## src/rtl/my_bin2bcd.sv

```systemverilog
// ---------------------------------------------------------------------------
// my_bin2bcd
//   Sequential binary-to-BCD converter using shift-add-3 (double dabble).
//   A value is accepted on a valid/ready handshake, converted over IN_W shift
//   cycles, and the BCD result register is loaded in one step when the
//   conversion completes, so a downstream display never sees partial digits.
//   Values above MAXV = 10**DIGITS - 1 saturate to all 9s and raise ovf.
//
// Parameters
//   IN_W    binary input width (1..16)
//   DIGITS  number of BCD digits produced (1..4)
//
// Ports
//   clk        sole clock, all logic on posedge
//   rst        synchronous, active-high reset
//   in_data    unsigned binary input value
//   in_valid   in_data is valid this cycle
//   in_ready   block is idle and will accept in_data (registered)
//   bcd        result digits, digit i at [4i+3:4i], digit 0 = units
//   ovf        last accepted value exceeded MAXV; held with bcd
//   out_valid  one-cycle pulse when bcd/ovf have just been updated
//   lz_mask    bit i set when digit i is a leading zero
//
// Configuration
//   MY_BIN2BCD_LZB_EN  when defined, lz_mask is computed at completion
//                      (units digit never flagged, all zero on overflow).
//                      When undefined, lz_mask is tied to zero.
// ---------------------------------------------------------------------------
module my_bin2bcd #(
  parameter int IN_W   = 8,
  parameter int DIGITS = 2
) (
  input  logic                  clk,
  input  logic                  rst,
  input  logic [IN_W-1:0]       in_data,
  input  logic                  in_valid,
  output logic                  in_ready,
  output logic [4*DIGITS-1:0]   bcd,
  output logic                  ovf,
  output logic                  out_valid,
  output logic [DIGITS-1:0]     lz_mask
);

  localparam int BCD_W = 4 * DIGITS;
  localparam int CNT_W = (IN_W < 2) ? 1 : $clog2(IN_W);

  localparam logic [CNT_W-1:0] LAST_CNT = CNT_W'(IN_W - 1);

  localparam logic [31:0] MAXV = (DIGITS == 1) ? 32'd9   :
                                 (DIGITS == 2) ? 32'd99  :
                                 (DIGITS == 3) ? 32'd999 : 32'd9999;

  localparam logic [1:0] S_IDLE  = 2'd0;
  localparam logic [1:0] S_SHIFT = 2'd1;
  localparam logic [1:0] S_DONE  = 2'd2;

  logic [1:0]       state;
  logic [CNT_W-1:0] count;
  logic [IN_W-1:0]  shift_q;
  logic [BCD_W-1:0] scratch_q;
  logic             ovf_n;

  logic [BCD_W-1:0] adj;
  logic [BCD_W-1:0] scratch_nxt;
  logic [IN_W-1:0]  shift_nxt;
  logic [BCD_W-1:0] final_bcd;
  logic             in_big;

  // One double-dabble step: add 3 to every digit that is 5 or more, then
  // shift the combined {scratch, shift} register left by one. Any bit shifted
  // out of the top digit is lost, which can only happen when the value is
  // already known to overflow.
  always_comb begin
    adj = scratch_q;
    for (int i = 0; i < DIGITS; i++) begin
      if (scratch_q[4*i +: 4] >= 4'd5) begin
        adj[4*i +: 4] = scratch_q[4*i +: 4] + 4'd3;
      end
    end
    {scratch_nxt, shift_nxt} = {adj, shift_q} << 1;
  end

  assign in_big    = {{(32-IN_W){1'b0}}, in_data} > MAXV;
  assign final_bcd = ovf_n ? {DIGITS{4'h9}} : scratch_nxt;

  // The result registers are loaded on the edge that performs the last shift,
  // so the new bcd and the out_valid pulse coincide with the DONE cycle.
  always_ff @(posedge clk) begin
    if (rst) begin
      state     <= S_IDLE;
      count     <= '0;
      shift_q   <= '0;
      scratch_q <= '0;
      ovf_n     <= 1'b0;
      bcd       <= '0;
      ovf       <= 1'b0;
      out_valid <= 1'b0;
      in_ready  <= 1'b1;
    end else begin
      out_valid <= 1'b0;
      case (state)
        S_IDLE: begin
          if (in_valid) begin
            shift_q   <= in_data;
            scratch_q <= '0;
            count     <= '0;
            ovf_n     <= in_big;
            in_ready  <= 1'b0;
            state     <= S_SHIFT;
          end
        end
        S_SHIFT: begin
          shift_q   <= shift_nxt;
          scratch_q <= scratch_nxt;
          count     <= count + 1'b1;
          if (count == LAST_CNT) begin
            bcd       <= final_bcd;
            ovf       <= ovf_n;
            out_valid <= 1'b1;
            state     <= S_DONE;
          end
        end
        S_DONE: begin
          in_ready <= 1'b1;
          state    <= S_IDLE;
        end
        default: begin
          in_ready <= 1'b1;
          state    <= S_IDLE;
        end
      endcase
    end
  end

`ifdef MY_BIN2BCD_LZB_EN
  logic [DIGITS-1:0] lz_nxt;
  logic [DIGITS-1:0] lz_q;
  logic              upper_zero;

  // Walk from the most significant digit down: a digit is a leading zero only
  // while every digit above it (and itself) is zero. Units are always shown.
  always_comb begin
    lz_nxt     = '0;
    upper_zero = 1'b1;
    for (int i = DIGITS - 1; i >= 1; i--) begin
      upper_zero = upper_zero & (final_bcd[4*i +: 4] == 4'd0);
      lz_nxt[i]  = upper_zero & ~ovf_n;
    end
  end

  always_ff @(posedge clk) begin
    if (rst) begin
      lz_q <= '0;
    end else if (state == S_SHIFT && count == LAST_CNT) begin
      lz_q <= lz_nxt;
    end
  end

  assign lz_mask = lz_q;
`else
  assign lz_mask = '0;
`endif

endmodule
```

## config.mk

```make
export PLATFORM = sky130hd
export DESIGN_NAME = my_bin2bcd
export DESIGN_NICKNAME = d
export VERILOG_FILES = /design/src/rtl/my_bin2bcd.sv
export SDC_FILE = /design/constraint.sdc
export NUM_CORES = 1
export LEC_CHECK = 0
export BUFFER_PORTS_ARGS = -buffer_cell sky130_fd_sc_hd__clkbuf_2
export CORE_MARGIN = 5
export CORE_UTILIZATION = 35
export DETAILED_ROUTE_END_ITERATION = 16
export PLACE_DENSITY = 0.62
export SLEW_MARGIN = 20
export SYNTH_ARGS = -nofsm -noshare
export SYNTH_HDL_FRONTEND = slang
export SYNTH_SLANG_ARGS = --single-unit
export TNS_END_PERCENT = 10
```

## constraint.sdc

```tcl
create_clock -name clk -period 2.1 [get_ports clk]
set_clock_uncertainty 0.1 [all_clocks]
set_input_delay 0.105 -clock clk [delete_from_list [all_inputs] [get_ports clk]]
set_output_delay 0.105 -clock clk [all_outputs]
set_load 0.005 [all_outputs]
```

==> parameters.txt <==
Parameter                              Value

Layout
  Fillers ... 417
  Area taken by multi-input logic gates ... 739 µm²
  Non-filler instance count after layout ... 234
  Area grow syn2layout ... 16.9%
  Area occupied by registers ... around 660 µm²
  Count of antenna diodes in the layout ... 0
  Fraction of final layout cells sized beyond drive strength 1 ... 0.228
  Total Nets Final ... 200

Place
  DP Cell Count ... 226
  Count of input and output buffers ... 21
  HPWL after detailed placement ... 2160 µm
  Routability Congestion ... around 0.75

Worst setup path
  End of the worst register-to-register path ... scratch_q[2]
  Data arrival, critical path ... approximately 1800 ps
  Path depth of the worst reg2reg path ... 6
  Source of the worst register-to-register timing path ... scratch_q[1]
  Worst path required time ... 2210 ps
  Category of the worst setup path launch point ... flip-flop
  Critical path peak fanout ... 4
  WS Path Type ... reg2reg
  Critical Path End Type ... flip-flop
  Slack of the worst reg-to-reg path ... around 450 ps

Synth
  Synthesis warning total ... 0
  Synth area leader ... dfxtp_1
  Flops & latches, synth ... 33
  Portion of the post-synthesis area used by sequential elements ... 0.447
  Yosys top cell area share ... 0.447
  Most repeated cell in the gate-level netlist after synthesis ... dfxtp_1
  Synthesized area per cell ... between 9 and 10 µm²
  Number of distinct library cell variants in the gate-level netlist after synthesis ... 33
  Number of flops mapped to enable cells by yosys ... 0
  Total standard cell area after synthesis ... ~1500 µm²
  Synth cell count leaders ... 33 x dfxtp_1, 26 x nor2_1, 9 x a211oi_1
  Predominant post-synthesis flop cell ... dfxtp_1
  Dominant cells by area after synthesis ... dfxtp_1 45%, nor2_1 6.6%, ha_1 5.1%
  Async SR Flop Fraction ... 0
  Number of standard cells after synthesis ... 162

Job
  Max_cap viols ... 0

Timing
  Setup-failing EPs final ... 0
  Setup_tns ... 0 ps
  RSZ-0062 raised after global routing ... no
  Min cycle time layout ... 1650 ps
  Number of slew-limit violations in the final report ... 0
  Share of the clock period used by the worst path after layout ... 0.783
  Maximum operating frequency ... between 0.6 and 0.7 GHz
  Hold violation count in the final report ... 0

Route
  Drt total wl ... 2980 µm
  Number of iterations in the first detailed-routing pass ... 4
  Final ANT Viol Nets ... 0
  Vias per std cell ... 4.98
  Met3 layer wire length in the routed design ... 188 µm
  Met2 wire len ... approximately 1300 µm
  Number of remaining DRC errors ... 0
  Wire length per cell ... 12.7 µm
  Number of violations reported at the end of detailed-routing iteration 0 ... 73
  Top layer reached by signal wires ... met4
  Number of vias after detailed routing ... 1165
  Met1 wire length ... ~1500 µm

Floorplanning
  CORE AREA ... 4060 µm²
  Cell Rows ... 23
  Starting density of the core ... 0.364
  Die Footprint ... between 5000 and 6000 µm²
  Vert. Die Dim ... 75.0 µm
  X dimension of the die ... between 70 and 80 µm
  Number of ports placed on the die boundary ... 24

Worst hold path
  Source of the worst hold timing path ... in_data[1]
  Depth of the worst hold-timing path ... 3
  End point of the most critical hold path ... shift_q[1]
  Type of the most critical hold path ... in2reg

Power and ir drop
  Power dissipated by switching net loads ... 289 µW
  Relative contribution of the clock network to total power ... 0.440
  Gate power share ... 0.075
  Share of total power consumed by net switching ... 0.211
  Int Pwr ... ~1100 µW
  Sequential group share of total power ... 0.484
  Pwr/cell area ... a little under 800 nW/µm²
  Leakage Power ... 0.000691 µW
  Peak supply drop ... 0.475 mV

Clock tree
  Number of buffers inserted by hold repair at cts ... 0
  Register clock-pin slew on the reported worst setup and hold paths ... 60 ps
  Number of clock sinks ... 33
  Inserted Clock Buffers ... 5
  Count of H-tree levels built during CTS ... 2
  Postcts setup bufs ... 0
  Count of instances resized after the clock tree is built ... 0
  Clock root buffer ... clkbuf_8
  TritonCTS clock tree ... yes
  Worst-skew pair later-pin latency ... roughly 280 ps
  Clk buf depth ... 2

Global routing
  GRT Residual Overflow ... 0
  Initial antenna violation count ... 0
  First-pass GRT wire length ... 5220 µm
  Total Routing Usage GR ... 0.122
  Vias in the first global route ... approximately 1200
  Maximum number of pins on one net before global-route repair ... 22

Run status
  Run status ... finished clean
-- cell usage in the layout (no fill, tap or decap) --
master,instances
a2111oi_0,1
a211o_1,1
a211oi_1,9
a21oi_1,7
a22oi_1,5
a31oi_1,1
and2_1,1
buf_4,4
bufinv_16,1
clkbuf_1,1
clkbuf_2,21
clkbuf_8,6
conb_1,2
dfxtp_1,33
ha_1,6
inv_1,4
mux2_2,2
mux2i_1,6
nand2_1,4
nand2_2,1
nand2b_1,7
nand3b_1,7
nor2_1,26
nor2_2,1
nor2b_1,2
nor3_1,7
nor3b_1,1
o21ai_0,5
o21ai_2,4
o32ai_1,3
or2_2,1
or3_1,1
or3_4,1
xnor2_1,2
-- sequential cells by signal, indices dropped and copies added, names as in the netlist --
signal     count
scratch_q      8
count          3
bcd            8
state          2
ovf            1
in_ready       1
shift_q        8
out_valid      1
ovf_n          1
-- layer usage --
metal / track usage / vias up
met4: 0.0534 / 0
met5: 0 / -
li1: - / 608
met3: 0.0347 / 5
met1: 0.167 / 526
met2: 0.179 / 26
-- power by group through the flow --
| stage | logic, µW | clock network, µW | registers (µW) |
|---|---|---|---|
| 6_report | 103 | 603 | 663 |
| 5_1_grt | 117 | 648 | 666 |
| 4_1_cts | 105 | 619 | 663 |
| 3_5_place_dp | 104 | 0 | 677 |
| 3_3_place_gp | 102 | 0 | 677 |
| 2_1_floorplan | 77.8 | 0 | 673 |
-- kinds of logic (layout without fill, tap and decap cells) --
logic type,after synthesis,count (layout),share of synthesized area
xor gates and xnor gates,2,2,0.0118
other,1,2,0.00254
DFF,33,33,0.447
adders and majority gates,6,6,0.0508
buffers and inverters,16,37,0.0558
muxes,8,8,0.0558
and+or+nand+nor,60,60,0.207
AOI/OAI and AO/OA,36,36,0.169
-- critical path: stages, from the launching register on --
cell and delay, ps:
dfxtp_1 330, inv_1 70, ha_1 170, nand2b_1 150, a21oi_1 230, mux2_2 390, o21ai_0 130
-- how the worst max path moves through the flow --
stage	from	endpoint	slack, ps	cells after the start
2_1_floorplan	scratch_q[1]	scratch_q[2]	570	6
3_5_place_dp	scratch_q[1]	scratch_q[2]	440	6
6_report	scratch_q[1]	scratch_q[2]	450	6
4_1_cts	scratch_q[5]	scratch_q[6]	440	6
3_3_place_gp	scratch_q[1]	scratch_q[2]	480	6
5_1_grt	scratch_q[4]	scratch_q[6]	310	6
-- stage by stage --
stage	utilization	hold slack (ps)	setup WS, ps	power (µW)	instance area (µm²)
6_report	0.426	43.8	455	1370	1730
5_1_grt	0.426	74.2	314	1430	1730
4_1_cts	0.426	42.0	444	1390	1730
3_5_place_dp	0.397	337	444	781	1610
3_3_place_gp	0.397	337	481	779	1610
2_1_floorplan	-	210	567	750	1480
-- layout make-up --
class	instances	area share
Clock buffer	7	0.0499
Clock inverter	1	0.0174
Inverter	4	0.00868
Multi-Input combinational cell	114	0.428
Sequential cell	33	0.382
Tap cell	50	0.0362
Timing Repair Buffer	25	0.0781
Power figures use the tool's default switching activity.
